File: src/rtl/latch_bank_writer.sv
// Setup/strobe/hold writer for a transparent-latch bank: d settles 1 cycle before c, c is PULSE cycles, rfd low >= PULSE+3.
// rfd deasserts per word until dav_ returns high; optional readback check under LATCH_BANK_WRITER_READBACK_EN.
module latch_bank_writer #(
  parameter int ADDR_W = 2,
  parameter int WIDTH  = 8,
  parameter int PULSE  = 1
) (
  input  logic                 clock,
  input  logic                 reset,
  input  logic                 dav_,
  input  logic [ADDR_W-1:0]    addr,
  input  logic [WIDTH-1:0]     data,
  output logic                 rfd,
  output logic [WIDTH-1:0]     d,
  output logic [2**ADDR_W-1:0] c
`ifdef LATCH_BANK_WRITER_READBACK_EN
  ,
  output logic [ADDR_W-1:0]    rb_sel,
  input  logic [WIDTH-1:0]     rb_q,
  output logic                 err
`endif
);

  localparam logic [3:0] PULSE_LAST = 4'(PULSE - 1);

  typedef enum logic [2:0] {IDLE, SETUP, STROBE, HOLD, WAIT} state_t;

  state_t                 state, state_nxt;
  logic [3:0]             cnt, cnt_nxt;
  logic [ADDR_W-1:0]      a_r;
  logic [WIDTH-1:0]       d_r;
  logic                   load;
  logic                   rfd_nxt;
  logic [2**ADDR_W-1:0]   c_nxt;

  always_comb begin
    state_nxt = state;
    cnt_nxt   = cnt;
    load      = 1'b0;
    case (state)
      IDLE: begin
        if (!dav_) begin
          load      = 1'b1;
          state_nxt = SETUP;
        end
      end
      SETUP: begin
        cnt_nxt   = '0;
        state_nxt = STROBE;
      end
      STROBE: begin
        if (cnt == PULSE_LAST) state_nxt = HOLD;
        else                   cnt_nxt   = 4'(cnt + 4'd1);
      end
      HOLD:    state_nxt = WAIT;
      WAIT:    if (dav_) state_nxt = IDLE;
      default: state_nxt = IDLE;
    endcase

    // Enables and rfd are decoded from the next state so both leave a flop cleanly.
    c_nxt = '0;
    if (state_nxt == STROBE) c_nxt[a_r] = 1'b1;
    rfd_nxt = (state_nxt == IDLE);
  end

  always_ff @(posedge clock or posedge reset) begin
    if (reset) begin
      state <= IDLE;
      cnt   <= '0;
      a_r   <= '0;
      d_r   <= '0;
      c     <= '0;
      rfd   <= 1'b1;
    end else begin
      state <= state_nxt;
      cnt   <= cnt_nxt;
      c     <= c_nxt;
      rfd   <= rfd_nxt;
      if (load) begin
        a_r <= addr;
        d_r <= data;
      end
    end
  end

  assign d = d_r;

`ifdef LATCH_BANK_WRITER_READBACK_EN
  assign rb_sel = a_r;

  always_ff @(posedge clock or posedge reset) begin
    if (reset)                              err <= 1'b0;
    else if (state == HOLD && rb_q != d_r)  err <= 1'b1;
  end
`endif

endmodule

File: config.mk
export PLATFORM = sky130hd
export DESIGN_NAME = latch_bank_writer
export DESIGN_NICKNAME = d
export VERILOG_FILES = /design/src/rtl/latch_bank_writer.sv
export SDC_FILE = /design/constraint.sdc
export NUM_CORES = 1
export LEC_CHECK = 0
export BUFFER_PORTS_ARGS = -buffer_cell sky130_fd_sc_hd__buf_4
export CAP_MARGIN = 20
export CORE_ASPECT_RATIO = 1.5
export CORE_UTILIZATION = 35
export CTS_CLUSTER_DIAMETER = 150
export DETAILED_ROUTE_END_ITERATION = 6
export GPL_TIMING_DRIVEN = 0
export PLACE_DENSITY = 0.63
export SLEW_MARGIN = 20
export SYNTH_ARGS = -nofsm -noshare
export SYNTH_HDL_FRONTEND = slang
export SYNTH_SLANG_ARGS = --single-unit
File: constraint.sdc
create_clock -name clock -period 1.7 [get_ports clock]
set_input_delay 0.34 -clock clock [delete_from_list [all_inputs] [get_ports clock]]
set_output_delay 0.34 -clock clock [all_outputs]
set_load 0.01 [all_outputs]
## Word-level counts from Yosys, hierarchy flattened

Index checks and enable logic that the tools add are counted.

| operators by class | value |
|---|---|
| eq/ne operators | 6 |
| muxes and demuxes | 11 |
| order comparisons | 2 |
| $add $sub $neg | 1 |
| reductions and logical operators | 6 |

Operator list:

| operator | count |
|---|---|
| one-hot mux 3 bit (5 select lines) | 1 |
| == test 3 x 2 -> 1 bit (second input constant) | 3 |
| 2-to-1 mux 3 bit | 3 |
| 2-to-1 mux 4 bit | 2 |
| one-hot mux 4 bit (2 select lines) | 1 |
| logical NOT 3 bit | 2 |
| adder 4 x 1 -> 4 bit (second input constant) | 1 |
| logical NOT 4 bit | 1 |
| == test 3 x 1 -> 1 bit (second input constant) | 1 |
| == test 3 bit (second input constant) | 1 |
| < comparator 2 x 3 -> 1 bit (second input constant) | 1 |
| 2-to-1 mux 1 bit | 3 |
| demux 1 bit (select 2 bit) | 1 |
| greater-or-equal comparator 2 x 1 -> 1 bit (second input constant) | 1 |
| != test 2 bit (second input constant) | 1 |
| AND reduction 2 bit | 1 |
| nonzero test 2 bit | 1 |
| logical AND 1 bit | 1 |

| word-level totals | value |
|---|---|
| register bits | 22 |
| input bits | 13 |
| word-level logic and storage cells | 32 |

## Depth between registers and ports, before layout

| depth | value |
|---|---|
| depth after elaboration | 5 |
| mapped depth | 5 |

## Worst setup path before layout

No wires, ideal clock.

| timing | value |
|---|---|
| path kind | flip-flop to flip-flop |
| start point | reg cnt[0] |
| end point | reg cnt[2] |
| slack | 0.297 ns |
| path buffers | 0 |
| arrival | 1.272 ns |
| stages on the path, launching flop included | 6 |
| cell sequence | dfrtp_1 inv_1 ha_1 or3b_4 a41oi_1 o22ai_1 |

| between the ends | value |
|---|---|
| cells in the longest elaborated chain, start to end | 3 |
| elaborated cells between the ends (all ways) | 6 |
| classes of those cells | add/sub: 1; eq/ne: 1; mux: 2; reduce/logical: 2 |

RTL lines:

| item | RTL line | text |
|---|---|---|
| start, declared | 29 | `logic [3:0] cnt, cnt_nxt;` |
| start signal, assigned | 76 | `cnt <= cnt_nxt;` |
| adder 4 x 1 -> 4 bit or logical NOT 4 bit (tied branches) | 53, 52 |  |
| 2-to-1 mux 4 bit or != test 2 bit (tied branches) | n/a |  |
| one-hot mux 4 bit (2 select lines) or AND reduction 2 bit (tied branches) | n/a |  |

Several ways; a longest one is shown, not always the timed one. The select of a mux whose other input is x is not followed.
A chain may end at the register's enable or synchronous reset.

## Worst setup path after layout

Ends and elaborated chain as after synthesis.

==> summary.md <==
| Metric | Value |
|---|---|
| Number of global-route vias before repair | `717` |
| Final hold violations | `0` |
| Diode count | `0` |
| Metal2 WL | `1010 um` |
| Post_cts resized | `0` |
| Worst EP required | `1830 ps` |
| Register area share after synthesis | `0.554` |
| Total Wirelength | `1870 um` |
| Top routing layer used | `met3` |
| Slew Viols, Final | `0` |
| Final Setup Violations | `0` |
| Synth unique cells | `32` |
| Area of the core | `2680 um2` |
| Reg2reg setup slack | `180 ps` |
| Pwr per Cell Area | `1580 nW/um2` |
| Leak | `0.582 nW` |
| Max-cap violations | `0` |
| Crit Path Category | `flop to flop` |
| Final worst clock skew | `3.32 ps` |
| Crit path DAT | `1660 ps` |
| CTS Hold Buffers Added | `0` |
| Routed met1 length | `778 um` |
| RSZ-0062 raised after global routing | `no` |
| FF/Latch Area | `552 um2` |
| Post-CTS Setup Bufs | `0` |
| Root Driver | `clkbuf_8` |
| Initial Utilization | `0.372` |
| DRC viols | `0` |
| Placement-stage cell area | `1230 um2` |
| Worst reg2reg startpoint | `cnt[0]` |
| Fin crit share | `0.895` |
| Crit path to | `cnt[2]` |
| Worst skew pair latency | `250 ps` |
| Routed Antenna Nets | `0` |
| Largest net degree at the start of global routing | `23` |
| H-tree depth | `1` |
| Filler cell count | `250` |
| Drt via density | `4.97` |
| CP Launch Point | `cnt[0]` |
| Main area contributors after synthesis | `dfrtp_1 53%, mux2_2 12%, dfstp_2 2.6%` |
| Yosys top cell by area | `dfrtp_1` |
| Layout cells sized above 1 | `0.444` |
| Worst-path clk slew | `70 ps` |
| Status | `finished clean` |
| Top_reg_cell synth | `dfrtp_1` |
| DR WL met3 | `74 um` |
| Ys async rst share | `1.00` |
| CP max stage cell | `dfrtp_1` |
| Clock Path Buffers | `2` |
| Top Ports | `26` |
| CTS Buf Count | `3` |
| Area delta synth->final | `28.0%` |
| Worst vdd ir | `0.971 mV` |
| Number of detailed-route iterations in the first pass | `1` |
| Initial DRC count | `0` |
| Top cell type's share of synthesized area | `0.528` |
| Row cnt | `23` |
| Crit path capture type | `flop` |
| Post-synth EDFFs | `0` |
| Post-synth top cells | `21 x dfrtp_1, 11 x mux2_2, 4 x inv_1, 4 x nand3_1` |
| Clock sink count | `22` |
| Die H | `67.3 um` |
| Fmax | `657 MHz` |
| Startpoint Class | `flop` |
| Crit-path max FO | `6` |
| HPWL Detailed | `1470 um` |
| Cells after Synth | `79` |
| Final Instance Area | `1270 um2` |
| YS warnings | `0` |
| Area of the multi-input gates | `402 um2` |
| Setup TNS | `0 ps` |
| Worst stage delay on the critical path | `430 ps` |
| First-pass GRT wire length | `3080 um` |
| Slew margin rel. | `0.470` |
| Worst r2r path cells | `5` |
| GRT overflow | `0` |
| Worst Hold Class | `input port to async pin` |
| Tmin final | `1520 ps` |
| Die area | `3070 um2` |
| Buffers added on ports | `25` |
| Worst-margin pin slew | `794 ps` |
| Final #Nets | `124` |
| Cells along the critical path | `inv_1, ha_1, or3b_4, a41oi_1, o22ai_1` |
| Final Wtd Congestion | `0.706` |
| Flops & latches, synth | `22` |
| WL/cell | `12.9 um` |
| Initial antenna violation count | `0` |
| Syn_area_per_cell | `12.6 um2` |
| TritonCTS clock tree | `done` |
| Top-count cell post-synth | `dfrtp_1` |
| Syn Nets | `94` |
| Vias | `720` |
| Chip Width | `45.6 um` |
| Reg-to-Reg End | `cnt[2]` |
| Tot GR Track Use | `0.137` |
| Post-Syn Area | `996 um2` |
-- critical path: cells and delay by family, from the launching register on --
kind | cells | cell delay [ps]
compound gates | 2 | 320
fa+ha+maj | 1 | 160
buf+inv | 1 | 80
flops | 1 | 430
simple gates | 1 | 410
-- metrics by stage --
stage	instances	hold WS (ps)	total power [mW]	util	worst slack, ps
3_3_place_gp	141	477	1.68	0.460	200
5_1_grt	145	305	2.14	0.476	99.8
6_report	145	235	2.01	0.476	178
4_1_cts	145	265	2.03	0.476	178
3_5_place_dp	141	486	1.71	0.460	156
2_1_floorplan	79	328	1.38	-	297
-- layout by cell type (no fill, tap or decap), types with 3 or more instances in the layout --
cell | Yosys | final
nor2b_1 | 3 | 3
mux2_2 | 11 | 11
dfrtp_1 | 21 | 21
o21ai_0 | 3 | 3
o211ai_1 | 3 | 3
buf_4 | 1 | 26
inv_1 | 4 | 4
clkbuf_8 | 0 | 3
nand3_1 | 4 | 4
-- sequential cells by signal (all words and copies together), names as in the netlist --
name	cells
cnt	4
c	4
rfd	1
d	8
a_r	2
state	3
-- worst min-delay path by stage --
stage,start,end,slack [ps]
detailed placement,a_r[1],c[0],490
finish,reset,d[1],240
CTS,reset,d[1],270
global route,data[6],d[6],310
global placement,a_r[1],c[1],480
floorplan,reset,a_r[0],330
-- layout make-up --
cell class | count | area share
flip-flops and latches | 22 | 0.433
multi-input cells | 49 | 0.315
repair buffers | 25 | 0.147
well taps | 37 | 0.0363
clock buffers | 4 | 0.0353
plain buffers | 4 | 0.0216
inverters | 4 | 0.0118
-- power breakdown --
part | total, mW | internal [mW] | switching (mW)
logic | 0.840 | 0.471 | 0.369
clock network | 0.320 | 0.167 | 0.153
registers | 0.848 | 0.720 | 0.128
-- layer usage --
layer  track usage  vias up
li1              -      346
met1         0.154      354
met2         0.254       20
met3        0.0214        0
met4        0.0455        0
met5             0        -
-- kinds of logic after synthesis --
logic type / Yosys count / share of synthesized area
simple gates: 24 / 0.168
flops: 22 / 0.554
compound gates: 12 / 0.0854
mux: 11 / 0.124
buf+inv: 8 / 0.0427
fa+ha+maj: 2 / 0.0251
No activity file was read; power rests on OpenSTA's default activity.
